==> src/rtl/line_clear_unit.sv <==
// line_clear_unit: board-compaction stage behind the game-logic FSM.
// Scans the board RAM bottom-up, drops full rows, shifts survivors down,
// zero-fills the vacated top rows, and reports a full-row map plus count.
// Optional build macro: LINE_CLEAR_EARLY_EXIT_EN (an all-zero row ends the scan).
module line_clear_unit #(
  parameter int ROWS = 22,
  parameter int COLS = 10,
  parameter int AW   = 5,
  parameter int CW   = 5
) (
  input  logic            clk,
  input  logic            reset,
  input  logic            start,
  output logic            busy,
  output logic            done,
  output logic [ROWS-1:0] full_rows,
  output logic [CW-1:0]   lines_cleared,
  output logic [AW-1:0]   rd_addr,
  input  logic [COLS-1:0] rd_data,
  output logic            wr_en,
  output logic [AW-1:0]   wr_addr,
  output logic [COLS-1:0] wr_data
);

  typedef enum logic [2:0] {
    IDLE,
    READ,
    EVAL,
    FILL,
    DONE
  } state_t;

  localparam logic [AW-1:0] LAST_ROW = AW'(ROWS - 1);

  state_t            state, state_n;
  logic [AW-1:0]     rp, rp_n;
  logic [AW-1:0]     wp, wp_n;
  logic [CW-1:0]     count, count_n;
  logic [ROWS-1:0]   full_n;
  logic [CW-1:0]     lines_n;
  logic [AW-1:0]     rd_addr_n;
  logic [AW-1:0]     fill_stop;
  logic              row_full;
  logic              row_empty;

  assign row_full  = &rd_data;
  assign row_empty = (rd_data == '0);

  // Last row FILL writes: row 0 on a full scan; with early exit the scan
  // stops at the empty row rp (rp is 0 anyway if the scan ran to the top).
`ifdef LINE_CLEAR_EARLY_EXIT_EN
  assign fill_stop = rp;
`else
  assign fill_stop = '0;
`endif

  // State register and datapath registers; reset aborts any scan in progress.
  always_ff @(posedge clk or negedge reset) begin
    if (!reset) begin
      state         <= IDLE;
      rp            <= '0;
      wp            <= '0;
      count         <= '0;
      full_rows     <= '0;
      lines_cleared <= '0;
      rd_addr       <= '0;
    end else begin
      state         <= state_n;
      rp            <= rp_n;
      wp            <= wp_n;
      count         <= count_n;
      full_rows     <= full_n;
      lines_cleared <= lines_n;
      rd_addr       <= rd_addr_n;
    end
  end

  // Next-state, pointer updates and RAM write strobes.
  // rd_addr is registered one step ahead so it is on the bus during READ.
  always_comb begin
    state_n   = state;
    rp_n      = rp;
    wp_n      = wp;
    count_n   = count;
    full_n    = full_rows;
    lines_n   = lines_cleared;
    rd_addr_n = rd_addr;
    busy      = (state != IDLE);
    done      = 1'b0;
    wr_en     = 1'b0;
    wr_addr   = '0;
    wr_data   = '0;

    case (state)
      IDLE: begin
        if (start) begin
          rp_n      = LAST_ROW;
          wp_n      = LAST_ROW;
          count_n   = '0;
          full_n    = '0;
          rd_addr_n = LAST_ROW;
          state_n   = READ;
        end
      end

      READ: begin
        state_n = EVAL;
      end

      EVAL: begin
`ifdef LINE_CLEAR_EARLY_EXIT_EN
        if (row_empty) begin
          state_n = FILL;
        end else
`endif
        begin
          if (row_full) begin
            full_n[rp] = 1'b1;
            count_n    = count + 1'b1;
          end else begin
            if (wp != rp) begin
              wr_en   = 1'b1;
              wr_addr = wp;
              wr_data = rd_data;
            end
            wp_n = wp - 1'b1;
          end
          if (rp == '0) begin
            if (count_n == '0) begin
              lines_n = count_n;
              state_n = DONE;
            end else begin
              state_n = FILL;
            end
          end else begin
            rp_n      = rp - 1'b1;
            rd_addr_n = rp - 1'b1;
            state_n   = READ;
          end
        end
      end

      FILL: begin
        wr_en   = 1'b1;
        wr_addr = wp;
        wr_data = '0;
        wp_n    = wp - 1'b1;
        if (wp == fill_stop) begin
          lines_n = count;
          state_n = DONE;
        end
      end

      DONE: begin
        done    = 1'b1;
        state_n = IDLE;
      end

      default: begin
        state_n = IDLE;
      end
    endcase
  end

  // row_empty only feeds the early-exit path; keep it referenced otherwise.
`ifndef LINE_CLEAR_EARLY_EXIT_EN
  logic unused_row_empty;
  assign unused_row_empty = row_empty;
`endif

endmodule
==> config.mk <==
export PLATFORM = sky130hd
export DESIGN_NAME = line_clear_unit
export DESIGN_NICKNAME = d
export VERILOG_FILES = /design/src/rtl/line_clear_unit.sv
export SDC_FILE = /design/constraint.sdc
export NUM_CORES = 1
export LEC_CHECK = 0
export ABC_AREA = 0
export CORE_UTILIZATION = 45
export CTS_BUF_LIST = sky130_fd_sc_hd__clkbuf_4
export DETAILED_ROUTE_END_ITERATION = 7
export PLACE_DENSITY = 0.74
export SETUP_SLACK_MARGIN = 0.15
export SLEW_MARGIN = 40
export SYNTH_ARGS = -nofsm -noshare
export SYNTH_HDL_FRONTEND = slang
export SYNTH_SLANG_ARGS = --single-unit
==> constraint.sdc <==
create_clock -name clk -period 1.89 [get_ports clk]
set_input_delay 0.189 -clock clk [delete_from_list [all_inputs] [get_ports clk]]
set_output_delay 0.189 -clock clk [all_outputs]
set_load 0.005 [all_outputs]
Yosys cells after proc, flatten, opt, wreduce, memory -nomap -nowiden
Cells that the tools add are included.

Register bits: 45. Input port bits: 13. Output and inout bits: 50. Logic and storage cells: 73.

Add/subtract/negate cells: 3. $lt $le $gt $ge: 2. Equality and inequality tests: 12. Muxes and demuxes: 33. Bitwise gates (word level): 1. Reductions and logical operators: 16.

Operators with widths (number): $mux W5 (11); $mux W22 (2); $pmux W22 S2 (1); $pmux W5 S2 (4); $mux W10 (3); $or A22 B22 Y22 (1); $logic_not A5 Y1 (3); $pmux W5 S3 (1); $ne A2 B2 Y1 const B (7); $mux W3 (4); $pmux W3 S4 (1); $reduce_and A10 Y1 (1); $sub A5 B1 Y5 const B (2); $reduce_and A3 Y1 (3); $eq A3 B2 Y1 const B (2); $lt A5 B6 Y1 const B (1); $reduce_bool A3 Y1 (2); $add A5 B1 Y5 const B (1); $demux W1 S5 (1); $ge A5 B1 Y1 const B (1); $ne A5 B5 Y1 (1); $mux W1 (4); $reduce_and A2 Y1 (2); $reduce_and A4 Y1 (1); 6 further kinds (7).

Longest topological paths before layout
Depth after elaboration: 7. Gate-level depth with buffers: 8.

Worst setup path before layout
No wires, ideal clock.

Kind: register -> register. Start: reg count[0]. End: reg lines_cleared[0]. Arrival time: 1963 ps. Slack: -198 ps. Cell stages (with the launch flop): 8. Buffers on the path: 0. Path through: dfrtp_1 -> ha_1 -> nand3_1 -> nor4_1 -> xnor2_1 -> nand4_4 -> o32ai_4 -> mux2_4.

Cells in the longest elaborated chain, start to end: 6.

RTL lines: start, declared (RTL line 38) `logic [CW-1:0] count, count_n;`; start signal, assigned (RTL line 71) `count <= count_n;`; $add A5 B1 Y5 (RTL line 119) `count_n = count + 1'b1;`; $mux W5 (RTL line 117) `if (row_full) begin`; $mux W5 (RTL line 94) `case (state)`; $logic_not A5 Y1 or $mux W5 (tied branches) (RTL line 129) `if (count_n == '0) begin`; $ne A2 B2 Y1 (no line) or $mux W5 (tied branches); $reduce_and A4 Y1 (no line) or $pmux W5 S2 (tied branches); end signal, assigned (RTL line 73) `lines_cleared <= lines_n;`; end, declared (RTL line 17) `output logic [CW-1:0] lines_cleared,`.

Parallel ways exist; a longest one is shown, timed or not. The select of a mux whose other input is x is not followed. A chain may end at the register's enable or synchronous reset.

Final worst setup path
Start: reg rp[4]. End: out wr_data[7].

Cells in the longest elaborated chain, start to end: 4.

RTL lines: start, declared (RTL line 36) `logic [AW-1:0] rp, rp_n;`; start signal, assigned (RTL line 69) `rp <= rp_n;`; $ne A5 B5 Y1 (RTL line 121) `if (wp != rp) begin`; $mux W10 (RTL line 121); $mux W10 (RTL line 117); $mux W10 (RTL line 94); end, declared (RTL line 22) `output logic [COLS-1:0] wr_data`.

Every way passes these cells.

==> metrics <==
leakage 1.83 nW; Post-Place Cells 409; commonest non-fill, non-tap cells in the layout buf_4, dfrtp_1, nor2_1, clkdlybuf4s50_1, buf_6; flop2flop setup slack -0.26 ns; nets@finish just under 400; Avg Cell Area, Syn just under 10 um2; Finish-stage setup viols 23; post-synthesis net count around 260; CP startpoint rp[4]$_DFFE_PN0P_; full die area ~0.0055 mm2; gate count of the mapped netlist about 240; global-route wire length before repair 10,500 um; Combinational Power Share 0.612; failing checks setup timing; Non-Filler Instances about 430; final hold viol count 0; total iterations of the first detailed-routing run 6; DR WL/cell 15.6 um; worst setup margin -0.265 ns; FP Rows 26; R2R Path End lines_cleared[0]$_DFFE_PN0P_; Tmin final ~2.2 ns; final core occ 0.768; vias in the first global route around 2,300; Relative slew margins 0.613; Switching Fraction 0.383; via count ~2,300; Area growth, synth to finish 64.9%; HP Class input pin to async pin; RSZ-0062 raised after global routing yes; placed cell areas roughly 0.0034 mm2; worst vdd ir 532 uV; Worst Skew about 0.0032 ns; H-tree depth 2; clock-pin slew on the worst setup and hold paths 0.12 ns; Crit Path Max Fanout 3; Internal Power around 0.0026 W; initial antenna violation count 0; worst reg2reg startpoint count[0]$_DFFE_PN0P_; capture point of the worst path wr_data[7]; Root Driver clkbuf_4; Yosys cell types 37; post-place setup slack -0.677 ns; Total GRT Usage 0.250; crit path DAT between 1.5 and 2 ns; Core Box Area roughly 0.0051 mm2; Hold Slack between 0.4 and 0.5 ns; IO Port Bufs 62; vias per cell 5.23; largest net degree at the start of global routing between 40 and 50; initial core utilization 0.466; DR iter-0 viols 102; startpoint types flip-flop; Max Slew Vio Count 0; Die Wd 74.5 um; fmax 464 MHz; die height 74.5 um; status complete, but fails checks; # diodes 0; routed wire length 6780 um; post-synthesis cell area between 0.002 and 0.0025 mm2; Post-route DRC 0; Worst Max-Slew Pin Slew ~0.58 ns; DP HPWL between 4000 and 5000 um; clock share of power 0.102; CTS Buf Count 5; # IOs 63; Crit. End Element output pin; clk_lat worst skew between 0.3 and 0.4 ns; Yosys Warn Count 0; worst endpoint required time roughly 1.7 ns; Overflow after GRT 0; Cell Pwr Density ~1100 mW/mm2; ratio of cells with drive above 1 in the final layout 0.404; critical path class flip-flop to output pin; Flop pwr share 0.287; Yosys reg bits 45; commonest non-fill, non-tap cell in the layout buf_4; maximum root-to-sink buffer count 2; Net Switching approximately 0.0016 W; max_cap viols 0; Placer Congestion between 0.7 and 0.8; clock sink count 45; cells on worst reg2reg path 9; final instance area 0.00390 mm2; post-synthesis sequential area ratio 0.476; antenna viol nets, final 0; Period Utilization, post-route 1.14; CTS tree built
[what timing repair did]
action,4_1_cts,5_1_grt
gates resized for setup,118,43
endpoints found under the hold margin,45,0
cloned,1,0
setup buffers,13,4
setup endpoints to repair,31,50
hold buffers,1,0
pin swaps,24,13
[critical path, cell delays in order, from the launching register on]
cell and delay (ns):
dfrtp_1 0.42, xor2_1 0.18, nor3_2 0.07, a311oi_2 0.34, buf_2 0.21, buf_6 0.10, buf_6 0.08, and2_4 0.13
buf_6 0.09
[per-layer routing]
layer  up-vias  wire length (um)  GRT usage
li1       1076                 -          -
met1      1098              2730      0.321
met2        79              3540      0.428
met3        15               383     0.0393
met4         0               128     0.0901
met5         -                 0          0
[per-stage QoR]
stage / TNS (ns) / total power [W]
3_5_place_dp: -14.96 / 0.00318
2_1_floorplan: -0.945 / 0.00214
6_report: -4.15 / 0.00415
3_3_place_gp: -12.08 / 0.00315
4_1_cts: -3.87 / 0.00377
5_1_grt: -6.11 / 0.00440
[cell usage after synthesis]
cell	instances	area share
a32o_1	1	0.0042
xnor2_1	7	0.026
nor4_1	3	0.0079
nand4_4	2	0.018
a21oi_1	24	0.051
nor4b_2	1	0.0064
o22ai_1	1	0.0026
and3_1	5	0.013
o41ai_1	1	0.0037
nor3_4	1	0.0069
inv_1	6	0.0095
nor4b_1	1	0.0037
mux2_4	6	0.038
nand2b_1	2	0.0053
o31ai_1	3	0.0095
a211o_1	1	0.0037
buf_2	3	0.0064
nor2_1	37	0.059
a22o_1	1	0.0037
a311oi_1	1	0.0037
o32ai_4	1	0.012
mux2_2	1	0.0048
nor2b_1	2	0.0053
and3b_1	2	0.0074
ha_1	7	0.037
nand2_1	17	0.027
nand4_2	1	0.0053
o21ai_0	7	0.015
xor2_1	7	0.026
and2_1	15	0.040
nor3b_1	3	0.0095
a22oi_1	1	0.0032
clkbuf_1	8	0.013
nand3_1	7	0.015
dfrtp_1	45	0.48
or4_1	1	0.0032
nor3_1	9	0.019
[flip-flops by register name, indices dropped and copies added (netlist names)]
register / count
full_rows: 22
state: 3
count: 5
rp: 5
lines_cleared: 5
wp: 5
[cells by family after synthesis]
group | synth area share
AO/OA/AOI/OAI | 0.112
XOR/XNOR | 0.0519
adder cells (fa/ha/maj) | 0.0371
buffers and inverters | 0.0286
flip-flops | 0.476
multiplexers | 0.0429
AND/OR/NAND/NOR | 0.251
[worst min path at each step]
stage,start,end
2_1_floorplan,reset,count[0]$_DFFE_PN0P_
3_3_place_gp,reset,full_rows[16]$_DFFE_PN0P_
3_5_place_dp,reset,full_rows[17]$_DFFE_PN0P_
4_1_cts,reset,lines_cleared[0]$_DFFE_PN0P_
5_1_grt,reset,lines_cleared[2]$_DFFE_PN0P_
6_report,reset,full_rows[16]$_DFFE_PN0P_
[power by group through the flow]
stage / combinational (W) / sequential [W] / clock [W]
global placement: 0.00195 / 0.00120 / 0
finish: 0.00254 / 0.00119 / 0.000422
floorplan: 0.000916 / 0.00123 / 0
global route: 0.00274 / 0.00120 / 0.000468
CTS: 0.00215 / 0.00118 / 0.000434
detailed placement: 0.00198 / 0.00120 / 0
[cell type report]
type | instances | area (um2)
Clock buffer | 5 | 37.5
Clock inverter | 1 | 5.00
Fill cell | 373 | 1180
Inverter | 6 | 22.5
Multi-Input combinational cell | 179 | 1450
Sequential cell | 45 | 1130
Tap cell | 70 | 87.6
Timing Repair Buffer | 128 | 1170
No activity file was read; power rests on OpenSTA's default activity.
